File: src/rtl/alu_pkg.sv
// Shared constants for the ALU operation interface: ALU op codes, RV64I opcodes,
// branch funct3 encodings and the sequencer state type.
package alu_pkg;

  localparam logic [5:0] AluAdd = 6'b00_0000;
  localparam logic [5:0] AluSub = 6'b00_0001;
  localparam logic [5:0] AluAnd = 6'b10_0000;
  localparam logic [5:0] AluOr  = 6'b10_0001;
  localparam logic [5:0] AluXor = 6'b10_0011;
  localparam logic [5:0] AluSra = 6'b11_0000;
  localparam logic [5:0] AluSrl = 6'b11_0010;
  localparam logic [5:0] AluSll = 6'b11_0011;

  localparam logic [6:0] OpcOp     = 7'b011_0011;
  localparam logic [6:0] OpcOpImm  = 7'b001_0011;
  localparam logic [6:0] OpcBranch = 7'b110_0011;

  localparam logic [2:0] F3Beq  = 3'b000;
  localparam logic [2:0] F3Bne  = 3'b001;
  localparam logic [2:0] F3Blt  = 3'b100;
  localparam logic [2:0] F3Bge  = 3'b101;
  localparam logic [2:0] F3Bltu = 3'b110;
  localparam logic [2:0] F3Bgeu = 3'b111;

  typedef enum logic [1:0] {
    StIdle = 2'd0,
    StExec = 2'd1,
    StResp = 2'd2
  } seq_state_e;

  typedef enum logic [1:0] {
    BSelRs2   = 2'd0,
    BSelImm   = 2'd1,
    BSelShamt = 2'd2
  } b_sel_e;

  function automatic logic branch_decision(input logic [2:0] f3, input logic eq,
                                           input logic lt, input logic ltu);
    logic taken;
    taken = 1'b0;
    case (f3)
      F3Beq:   taken = eq;
      F3Bne:   taken = !eq;
      F3Blt:   taken = lt;
      F3Bge:   taken = !lt;
      F3Bltu:  taken = ltu;
      F3Bgeu:  taken = !ltu;
      default: taken = 1'b0;
    endcase
    return taken;
  endfunction

endpackage

File: src/rtl/alu_op_decoder.sv
// Combinational decode of opcode/funct3/funct7 into ALU operation, operand-b source,
// branch marker and illegal flag.
module alu_op_decoder
  import alu_pkg::*;
(
  input  logic [6:0] opcode,
  input  logic [2:0] funct3,
  input  logic [6:0] funct7,
  output logic [5:0] operation,
  output b_sel_e     b_sel,
  output logic       is_branch,
  output logic       illegal
);

  logic is_imm;
  logic unused_funct7;

  assign is_imm        = (opcode == OpcOpImm);
  assign unused_funct7 = ^{funct7[6], funct7[4:0]};

  always_comb begin
    operation = AluAdd;
    b_sel     = BSelRs2;
    is_branch = 1'b0;
    illegal   = 1'b0;
    case (opcode)
      OpcOp, OpcOpImm: begin
        b_sel = is_imm ? BSelImm : BSelRs2;
        case (funct3)
          // Immediate form has no subtract; funct7 only selects sub for register form.
          3'b000:  operation = (!is_imm && funct7[5]) ? AluSub : AluAdd;
          3'b100:  operation = AluXor;
          3'b110:  operation = AluOr;
          3'b111:  operation = AluAnd;
          3'b001: begin
            operation = AluSll;
            b_sel     = is_imm ? BSelShamt : BSelRs2;
          end
          3'b101: begin
            operation = funct7[5] ? AluSra : AluSrl;
            b_sel     = is_imm ? BSelShamt : BSelRs2;
          end
          default: illegal = 1'b1;
        endcase
      end
      OpcBranch: begin
        operation = AluSub;
        is_branch = 1'b1;
        if (funct3 == 3'b010 || funct3 == 3'b011) begin
          illegal = 1'b1;
        end
      end
      default: illegal = 1'b1;
    endcase
  end

endmodule

File: src/rtl/alu_sequencer.sv
// Initiator side of the ALU operation interface: decodes one RV64I integer instruction,
// drives registered ALU operands, captures the result and returns a registered response.
module alu_sequencer
  import alu_pkg::*;
#(
  parameter int unsigned WORDSIZE = 64
) (
  input  logic                clk,
  input  logic                reset,
  input  logic                in_valid,
  output logic                in_ready,
  input  logic [6:0]          in_opcode,
  input  logic [2:0]          in_funct3,
  input  logic [6:0]          in_funct7,
  input  logic [WORDSIZE-1:0] in_rs1,
  input  logic [WORDSIZE-1:0] in_rs2,
  input  logic [WORDSIZE-1:0] in_imm,
  output logic [WORDSIZE-1:0] alu_input_a,
  output logic [WORDSIZE-1:0] alu_input_b,
  output logic [5:0]          alu_operation,
  input  logic [WORDSIZE-1:0] alu_result,
  input  logic                alu_flag_overflow,
  input  logic                alu_flag_equal,
  input  logic                alu_flag_less,
  input  logic                alu_flag_u_less,
  output logic                out_valid,
  input  logic                out_ready,
  output logic [WORDSIZE-1:0] out_result,
  output logic                out_branch_taken,
  output logic                out_illegal,
  output logic                out_overflow
);

  seq_state_e          state_q, state_d;
  logic [WORDSIZE-1:0] a_q, a_d, b_q, b_d, result_q, result_d;
  logic [5:0]          op_q, op_d;
  logic [2:0]          br_f3_q, br_f3_d;
  logic                is_branch_q, is_branch_d;
  logic                taken_q, taken_d, illegal_q, illegal_d, overflow_q, overflow_d;

  logic [5:0]          dec_op;
  b_sel_e              dec_b_sel;
  logic                dec_is_branch, dec_illegal;
  logic [WORDSIZE-1:0] b_mux;

  alu_op_decoder u_decoder (
    .opcode    (in_opcode),
    .funct3    (in_funct3),
    .funct7    (in_funct7),
    .operation (dec_op),
    .b_sel     (dec_b_sel),
    .is_branch (dec_is_branch),
    .illegal   (dec_illegal)
  );

  always_comb begin
    case (dec_b_sel)
      BSelImm:   b_mux = in_imm;
      BSelShamt: b_mux = {{(WORDSIZE-6){1'b0}}, in_imm[5:0]};
      default:   b_mux = in_rs2;
    endcase
  end

  always_comb begin
    state_d     = state_q;
    a_d         = a_q;
    b_d         = b_q;
    op_d        = op_q;
    br_f3_d     = br_f3_q;
    is_branch_d = is_branch_q;
    result_d    = result_q;
    taken_d     = taken_q;
    illegal_d   = illegal_q;
    overflow_d  = overflow_q;
    case (state_q)
      StIdle: begin
        if (in_valid) begin
          a_d         = in_rs1;
          b_d         = b_mux;
          op_d        = dec_op;
          br_f3_d     = in_funct3;
          is_branch_d = dec_is_branch && !dec_illegal;
          result_d    = '0;
          taken_d     = 1'b0;
          overflow_d  = 1'b0;
          illegal_d   = dec_illegal;
          // Illegal encodings skip the ALU and answer with a zeroed response.
          state_d     = dec_illegal ? StResp : StExec;
        end
      end
      StExec: begin
        result_d   = alu_result;
        overflow_d = alu_flag_overflow;
        taken_d    = is_branch_q &&
                     branch_decision(br_f3_q, alu_flag_equal, alu_flag_less, alu_flag_u_less);
        state_d    = StResp;
      end
      StResp: begin
        if (out_ready) begin
          state_d = StIdle;
        end
      end
      default: state_d = StIdle;
    endcase
  end

  always_ff @(posedge clk) begin
    if (reset) begin
      state_q     <= StIdle;
      a_q         <= '0;
      b_q         <= '0;
      op_q        <= AluAdd;
      br_f3_q     <= '0;
      is_branch_q <= 1'b0;
      result_q    <= '0;
      taken_q     <= 1'b0;
      illegal_q   <= 1'b0;
      overflow_q  <= 1'b0;
    end else begin
      state_q     <= state_d;
      a_q         <= a_d;
      b_q         <= b_d;
      op_q        <= op_d;
      br_f3_q     <= br_f3_d;
      is_branch_q <= is_branch_d;
      result_q    <= result_d;
      taken_q     <= taken_d;
      illegal_q   <= illegal_d;
      overflow_q  <= overflow_d;
    end
  end

  assign in_ready         = (state_q == StIdle);
  assign out_valid        = (state_q == StResp);
  assign alu_input_a      = a_q;
  assign alu_input_b      = b_q;
  assign alu_operation    = op_q;
  assign out_result       = result_q;
  assign out_branch_taken = taken_q;
  assign out_illegal      = illegal_q;
  assign out_overflow     = overflow_q;

endmodule

File: config.mk
export PLATFORM = sky130hd
export DESIGN_NAME = alu_sequencer
export DESIGN_NICKNAME = d
export VERILOG_FILES = /design/src/rtl/alu_pkg.sv /design/src/rtl/alu_op_decoder.sv /design/src/rtl/alu_sequencer.sv
export SDC_FILE = /design/constraint.sdc
export NUM_CORES = 1
export LEC_CHECK = 0
export CAP_MARGIN = 5
export CORE_AREA = 2 2 186 188
export DETAILED_ROUTE_END_ITERATION = 10
export DIE_AREA = 0 0 188 190
export PLACE_DENSITY = 0.65
export REMOVE_ABC_BUFFERS = 1
export SLEW_MARGIN = 20
export SYNTH_ARGS = -nofsm -noshare
export SYNTH_HDL_FRONTEND = slang
export SYNTH_SLANG_ARGS = --single-unit
File: constraint.sdc
create_clock -name clk -period 2.05 [get_ports clk]
set_input_delay 0.41 -clock clk [delete_from_list [all_inputs] [get_ports clk]]
set_output_delay 0.41 -clock clk [all_outputs]
set_load 0.02 [all_outputs]
==> flow_summary.toml, run 1 <==
[sta]
setup_tns_ns = 0
max_freq_mhz = 511
final.min_clock_period_ns = 1.96
finalMaxSlewViolations = 0
whs_ns = 0.301
fin_skew_ns = 0.0142
setup_viol = 0
timing.final.crit_share = 0.955
finalHoldViolCount = 0
max_slew_margin = 0.515
worst_pin_slew_ns = 0.727
rsz0062_at_grt = "false"

[floorplan]
start_util = 0.220
io_pins = 484
coreArea_sq_mm = 0.0339
die-area_sq_mm = 0.0357
die_x_microns = 188
die_h_microns = 190
num_rows = 68

[synth]
synth-seq-cells = 205
syn-cell-area_sq_mm = 0.00745
synth_cells = 806
synth_flop_cell = "dfxtp_1"
synth-simple-area-share = 0.179
yosysWarnings = 0
ys_seq_area_frac = 0.551
async_reset_ff_frac = 0
synth-compound-area-share = 0.221
synth.area.mux_share = 0.00134
synthDistinctLibCells = 42
yosysTopAreaCell = "dfxtp_1"
syn_area_per_cell_sq_um = 9.25
ys_top_cells_by_area = "dfxtp_1, a221o_1, nand2_1, a22oi_1, a21oi_1"
synthDominantCellAreaShare = 0.551
synth-edff-count = 0
synth_adder_area_share = 0
synthXorXnorAreaFrac = 0.00353
synth_top_family_by_area = "compound AO/OA/AOI/OAI gates"

[clock_tree]
cts_root_buf = "clkbuf_16"
htree_levels = 1
clock-sinks = 205
cts_buffers = 24
clk_pin_slew_ns = 0.05
clk_latency_ns = 0.52
ctsLongestPathBuffers = 3
cts_tree = "yes"
holdBufCountCts = 0

[drt]
dr.pass1.iters = 5
via_per_inst = 4.56
totalWireLength_mm = 29.9
antenna_left = 0
wire_per_inst_microns = 17.2
num_vias = 7927
drtIter0Drc = 410
drc = 0

[place]
io_buffers = 475
place_congestion = 0.828
dpl.hpwl_mm = 21.6

[setup_path]
critical_path_class = "flip-flop to primary output"
worstSetupStartpointType = "flip-flop"
critPathRequiredTime_ns = 1.64
critPathCaptureType = "primary output"
cp.arrival_ns = 1.55
critPathMaxFanout = 7

[global_routing]
grt_pass1_wl_mm = 45.6
grt_max_degree = 139
overflow = 0
first_global_vias = 7907
antenna_found_initial = 0
groute.usage.overall = 0.159

[job]
max_cap_violations = 0

[finish]
n_antenna_cell = 0
regArea_sq_mm = 0.00410
fin_nets = 1549
syn_to_final_growth_pct = 84.1
drive_gt1_frac = 0.0615
multi_input_area_sq_mm = 0.00306
fillers = 3275
final_cell_mix = "clkdlybuf4s50_1, dfxtp_1, nand2_1"
final_common_cell = "clkdlybuf4s50_1"
post-route-util = 0.404

[worst_hold_path]
min_path_type = "primary input to flip-flop"

[power_and_ir_drop]
total_power_w = 0.0104
vdd_drop_max_mv = 0.613
power_density_mw_per_mm2 = 756
power_leakage_nw = 5.24

[status]
status = "finished clean"
## cells by family after synthesis
logic type | Yosys count
other | 1
DFF | 205
xor gates and xnor gates | 3
buffers and inverters | 78
AOI/OAI and AO/OA | 228
muxes | 1
and+or+nand+nor | 290
## sequential cells by signal, summed over array words and instances, names as in the netlist
name / cells
state_q: 2
out_illegal: 1
alu_operation: 4
br_f3_q: 3
out_result: 64
alu_input_b: 64
alu_input_a: 64
is_branch_q: 1
out_branch_taken: 1
out_overflow: 1
## per-layer routing
layer | up-vias | global-route usage | routed length, microns
met1 | 3731 | 0.192 | 12100
met5 | - | 0 | 0
met4 | 0 | 0.0442 | 601
met2 | 326 | 0.275 | 14600
met3 | 43 | 0.0461 | 2600
li1 | 3827 | - | -
## critical path: stages (launching register included)
cell and delay (ns):
dfxtp_1 0.32, buf_4 0.16, nor2b_1 0.18, dlygate4sd2_1 0.37
## power by group
group / leakage (nW) / switching [W] / internal (W) / total (W)
Clock: 0.396 / 0.00167 / 0.00269 / 0.00437
Combinational: 3.17 / 0.000770 / 0.000979 / 0.00175
Sequential: 1.67 / 0.0000937 / 0.00417 / 0.00426
## path summary, 6_finish.rpt
kind	slack, ns	cells past startpoint	from	end
worst max-delay path	0.09	3	state_q[1]$_SDFFE_PP0P_	out_valid
worst min-delay path	0.30	3	reset	state_q[0]$_SDFFE_PP0P_
worst max register to register	0.22	4	state_q[1]$_SDFFE_PP0P_	alu_input_b[49]$_SDFFE_PP0P_
worst min register to register	0.45	2	alu_input_a[25]$_SDFFE_PP0P_	alu_input_a[25]$_SDFFE_PP0P_
## area by class of cell
cell class | instances | area share
flip-flops and latches | 205 | 0.299
inverters | 2 | 0.000547
clock buffers | 38 | 0.0535
multi-input cells | 524 | 0.223
well taps | 455 | 0.0415
clock inverters | 4 | 0.00538
repair buffers | 511 | 0.377
## cells in the mapped netlist, types with 2 or more instances
library cell  instances
a221o_1              58
xor2_1                2
nor2b_1               5
clkbuf_1             59
a22oi_1              67
and3_1               58
buf_4                 3
buf_1                 5
a31oi_1               6
nand3_1               7
nand4_1               3
nor2_1               67
o2111ai_1             2
dfxtp_1             205
a21oi_1              73
nand2_1             138
o21ai_0              14
buf_2                 7
buf_6                 2
nor3b_1               2
inv_1                 2
## timing repair
item,4_1_cts,5_1_grt
setup endpoints to repair,2,1
resized for setup,2,1
pin swaps,0,0
setup buffers,0,0
## stage by stage
step                      cells  setup WS [ns]  area, sq um
after detailed placement   1697         -0.346        12900
final                      1739         0.0922        13700
after CTS                  1739        0.00524        13700
after floorplan             731          -3.50         7140
after global routing       1739        0.00315        13700
after global placement     1697         -0.280        12900
Power figures use the tool's default switching activity.
==> inputs of run 2 (changes only) <==
--- a/constraint.sdc
+++ b/constraint.sdc
@@ -3,2 +3,2 @@
 set_output_delay 0.41 -clock clk [all_outputs]
-set_load 0.02 [all_outputs]
+set_load 0.005 [all_outputs]
==> run 2 against run 1 <==
Net effect:
- flip-flop and latch count unchanged
- register-to-register slack is essentially flat
- cell area about the same
- sequential power hardly changed
- critical path type is now primary input to flip-flop
- highest routed layer unchanged
==> flow_summary.toml, run 2 (synthesis results as in run 1) <==
[global_routing]
first_global_vias = 7980
grt_max_degree = 139
grt_pass1_wl_mm = 45.6
overflow = 0
groute.usage.overall = 0.159
antenna_found_initial = 0

[power_and_ir_drop]
clockPowerShare = 0.427
power_density_mw_per_mm2 = 739
p_int_w = 0.00775
swShare = 0.236
pwr-share-comb = 0.153
p_seq_frac = 0.420
vdd_drop_max_mv = 0.504
p_sw_w = 0.00239
power_leakage_nw = 5.23
total_power_w = 0.0101

[drt]
antenna_left = 0
drtIter0Drc = 405
num_vias = 7924
via_per_inst = 4.55
wire_per_inst_microns = 17.3
totalWireLength_mm = 30.1
drc = 0
dr.pass1.iters = 5

[place]
preCtsSetupSlack_ns = -0.334
place_congestion = 0.820
dp.cells = 1698
io_buffers = 475
dpl.hpwl_mm = 21.6

[setup_path]
critical_path_class = "primary input to flip-flop"
critPathRequiredTime_ns = 2.50
worstSetupStartpointType = "primary input"
critPathCaptureType = "flip-flop"
critPathMaxFanout = 48
cp.arrival_ns = 2.33

[finish]
final_common_cell = "clkdlybuf4s50_1"
final_cell_mix = "clkdlybuf4s50_1, dfxtp_1, nand2_1"
drive_gt1_frac = 0.0660
fin_nets = 1551
syn_to_final_growth_pct = 84.2
n_antenna_cell = 0
finalNonFillerCells = 1742

[sta]
setup_tns_ns = 0
rsz0062_at_grt = "false"
whs_ns = 0.324
final.min_clock_period_ns = 1.88
worst_slack_ns = 0.169
finalHoldViolCount = 0
fin_skew_ns = 0.0162
worst_pin_slew_ns = 0.723
timing.final.crit_share = 0.918
max_slew_margin = 0.518
finalMaxSlewViolations = 0
max_freq_mhz = 532
setup_viol = 0

[job]
max_cap_violations = 0

[clock_tree]
post-cts-setup-buffer-count = 0
clk_pin_slew_ns = 0.05
clk_latency_ns = 0.52
cts_root_buf = "clkbuf_16"
cts_buffers = 25
cts_tree = "yes"
htree_levels = 1
clock-sinks = 205
ctsLongestPathBuffers = 3
holdBufCountCts = 0

[status]
status = "finished clean"

[floorplan]
die-area_sq_mm = 0.0357
start_util = 0.220
die_h_microns = 190
num_rows = 68
io_pins = 484
die_x_microns = 188
coreArea_sq_mm = 0.0339

[worst_hold_path]
min_path_type = "primary input to flip-flop"
[run 2: timing repair]
action,in CTS,in global routing
gates resized for setup,2,0
hold endpoints to repair,0,0
setup endpoints to repair,2,0
[run 2: critical path: stages]
cell and delay [ns]:
clkdlybuf4s50_1 0.50, or4b_4 0.56, nor4_4 0.34, buf_12 0.28
a221o_1 0.20
[run 2: power by group through the flow]
stage | clock network, W | logic, W | registers [W]
after global placement | 0 | 0.00155 | 0.00434
after detailed placement | 0 | 0.00156 | 0.00435
after floorplan | 0 | 0.000356 | 0.00435
final | 0.00433 | 0.00155 | 0.00426
after global routing | 0.00466 | 0.00166 | 0.00428
after CTS | 0.00447 | 0.00156 | 0.00426
[run 2: cell type report]
| class | count | area, sq um |
|---|---|---|
| Multi-Input combinational cell | 524 | 3060 |
| Clock buffer | 36 | 737 |
| Fill cell | 3299 | 20200 |
| Sequential cell | 205 | 4100 |
| Clock inverter | 8 | 71.3 |
| Inverter | 2 | 7.51 |
| Tap cell | 455 | 569 |
| Timing Repair Buffer | 512 | 5180 |
[run 2: metal layers]
| metal | GRT usage | routed length, microns | vias up |
|---|---|---|---|
| li1 | - | - | 3815 |
| met1 | 0.194 | 12400 | 3714 |
| met3 | 0.0421 | 2410 | 51 |
| met5 | 0 | 0 | - |
| met2 | 0.271 | 14500 | 344 |
| met4 | 0.0515 | 802 | 0 |
[run 2: through the flow]
stage          area, sq um   util
3_5_place_dp         12900  0.381
5_1_grt              13700  0.404
3_3_place_gp         12900  0.381
2_1_floorplan         7140      -
6_report             13700  0.404
4_1_cts              13700  0.404
[run 2: final timing paths]
| check | end | depth (start not counted) | slack [ns] | from |
|---|---|---|---|---|
| worst max register to register | alu_input_b[49]$_SDFFE_PP0P_ | 4 | 0.21 | state_q[1]$_SDFFE_PP0P_ |
| worst min register to register | alu_input_a[34]$_SDFFE_PP0P_ | 2 | 0.45 | alu_input_a[34]$_SDFFE_PP0P_ |
| worst max-delay path | alu_input_b[49]$_SDFFE_PP0P_ | 5 | 0.17 | in_valid |
| worst min-delay path | state_q[0]$_SDFFE_PP0P_ | 3 | 0.32 | reset |
==> inputs of run 3 (changes only) <==
- ABC_AREA: default -> 1
- CORE_AREA: 2 2 186 188 -> 2 2 188 190
- DIE_AREA: 0 0 188 190 -> 0 0 190 192
==> run 3 against run 2 <==
Net effect:
- die area rose by 2.1%
- total power rose by 3.4%
- clock skew increased by 0.0021 ns
- sequential share of layout area is 0.47 points lower
- cell area rose by 1.6%
- synthesized cell count grew 30%
- largest cell class unchanged
- critical path depth shrank 4
==> flow_summary.toml, run 3 <==
[finish]
final_cell_mix = "clkdlybuf4s50_1, nand2_1, dfxtp_1"
post-route-util = 0.407
syn_to_final_growth_pct = 78.6
fin_nets = 1782
drive_gt1_frac = 0.0534
final_common_cell = "clkdlybuf4s50_1"

[power_and_ir_drop]
p_int_w = 0.00800
power_density_mw_per_mm2 = 752
clockPowerShare = 0.427
pwr-share-comb = 0.160
swShare = 0.237
p_sw_w = 0.00249
power_leakage_nw = 5.13
p_seq_frac = 0.413
vdd_drop_max_mv = 0.544

[synth]
synth_cells = 1048
synth_flop_cell = "dfxtp_1"
syn_area_per_cell_sq_um = 7.45
synthDistinctLibCells = 22
synth_commonest_cells = "nand2_1, dfxtp_1, a21oi_1"
syn-cell-area_sq_mm = 0.00781
yosysWarnings = 0
synth-seq-cells = 205
synthDominantCellAreaShare = 0.525
synth-edff-count = 0
yosysMostFrequentCell = "nand2_1"
ys_seq_area_frac = 0.525
yosysTopAreaCell = "dfxtp_1"
ys_top_cells_by_area = "dfxtp_1, a21oi_1, nand2_1, o21ai_0, nor2_1"
async_reset_ff_frac = 0

[clock_tree]
clk_pin_slew_ns = 0.06
clk_latency_ns = 0.53
cts_root_buf = "clkbuf_16"
post-cts-setup-buffer-count = 0
holdBufCountCts = 0
clock-sinks = 205
cts_tree = "yes"
htree_levels = 1
ctsLongestPathBuffers = 3
cts_buffers = 24

[setup_path]
crit_buf_inv = 1
slowest_stage = "clkdlybuf4s50_1"
critPathCaptureType = "primary output"
critical_path_class = "flip-flop to primary output"
worstSetupStartpointType = "flip-flop"
max_stage_delay_ns = 0.54
cp.arrival_ns = 1.46
critPathRequiredTime_ns = 1.64
critical_path.top_delay_family = "buffers and inverters"
critPathMaxFanout = 2
crit_chain = "clkdlybuf4s50_1"

[sta]
whs_ns = 0.440
setup_viol = 0
rsz0062_at_grt = "false"
max_freq_mhz = 534
fin_skew_ns = 0.0182
finalMaxSlewViolations = 0
worst_slack_ns = 0.176
worst_pin_slew_ns = 0.853
max_slew_margin = 0.431
finalHoldViolCount = 0
final.min_clock_period_ns = 1.87
timing.final.crit_share = 0.914

[drt]
drtIter0Drc = 267
antenna_left = 0
num_vias = 8712
drc = 0
via_per_inst = 4.41
dr.pass1.iters = 4
wire_per_inst_microns = 16.2
totalWireLength_mm = 32.0

[worst_hold_path]
min_path_type = "primary input to flip-flop"

[floorplan]
die_x_microns = 190
die-area_sq_mm = 0.0365
start_util = 0.228
io_pins = 484
die_h_microns = 192
num_rows = 68
coreArea_sq_mm = 0.0343

[global_routing]
grt_pass1_wl_mm = 47.5
antenna_found_initial = 2
overflow = 0
groute.usage.overall = 0.165
grt_max_degree = 80
first_global_vias = 8472

[job]
max_cap_violations = 0

[place]
preCtsSetupSlack_ns = -0.0146
place_congestion = 0.778
io_buffers = 475
dpl.hpwl_mm = 23.4

[status]
status = "finished clean"
[run 3: area by class of cell]
type | count | area [sq um]
sequential | 205 | 4110
fill | 3478 | 20300
inverter | 31 | 120
clock inverter | 3 | 67.6
clock buffer | 40 | 762
timing repair buffer | 506 | 5080
tap | 455 | 569
antenna | 2 | 5.00
multi-input combinational | 733 | 3240
[run 3: worst paths after layout]
kind | endpoint | depth (start not counted) | slack (ns) | startpoint
worst min register to register | out_result[24]$_SDFFE_PP0P_ | 2 | 0.46 | out_result[24]$_SDFFE_PP0P_
worst max-delay path | alu_input_b[28] | 1 | 0.18 | alu_input_b[28]$_SDFFE_PP0P_
worst min-delay path | alu_input_b[27]$_SDFFE_PP0P_ | 3 | 0.44 | in_imm[27]
worst max register to register | out_result[33]$_SDFFE_PP0P_ | 6 | 0.51 | state_q[0]$_SDFFE_PP0P_
[run 3: stage by stage]
stage | cells | setup TNS (ns) | power, W | instance area (sq um)
after floorplan | 969 | -293.29 | 0.00485 | 7440
after global placement | 1930 | 0 | 0.00610 | 13100
after detailed placement | 1930 | -0.0146 | 0.00611 | 13100
after CTS | 1973 | 0 | 0.0107 | 13900
after global routing | 1975 | 0 | 0.0110 | 14000
final | 1975 | 0 | 0.0105 | 14000
[run 3: kinds of logic (layout without fill, tap and decap cells)]
family | Yosys count | in the layout | share of synthesized area
AOI/OAI and AO/OA | 325 | 325 | 0.209
buffers and inverters | 111 | 580 | 0.0630
DFF | 205 | 205 | 0.525
other | 1 | 4 | 0.000480
and+or+nand+nor | 406 | 406 | 0.203
[run 3: what timing repair did]
action / 4_1_cts / 5_1_grt
endpoints found under the hold margin: 0 / 0
pin swaps: 0 / 0
cloned: 0 / 0
setup endpoints to repair: 2 / 1
resized for setup: 2 / 1
[run 3: routing by layer]
layer	track usage	vias to the layer above	routed length, microns
li1	-	4337	-
met1	0.181	3978	12100
met2	0.299	354	15800
met3	0.0636	43	3340
met4	0.0423	0	771
met5	0	-	0
[run 3: power by group through the flow]
stage               Combinational [W]  Sequential, W  Clock [W]
CTS                           0.00171        0.00433    0.00463
global placement              0.00169        0.00441          0
detailed placement            0.00170        0.00441          0
floorplan                    0.000432        0.00442          0
global route                  0.00184        0.00436    0.00476
finish                        0.00168        0.00433    0.00447
[run 3: tightest hold or removal path: cells and delay by family]
family	cells	cell delay [ns]
simple gates	1	0.06
buf+inv	1	0.39
compound gates	1	0.06
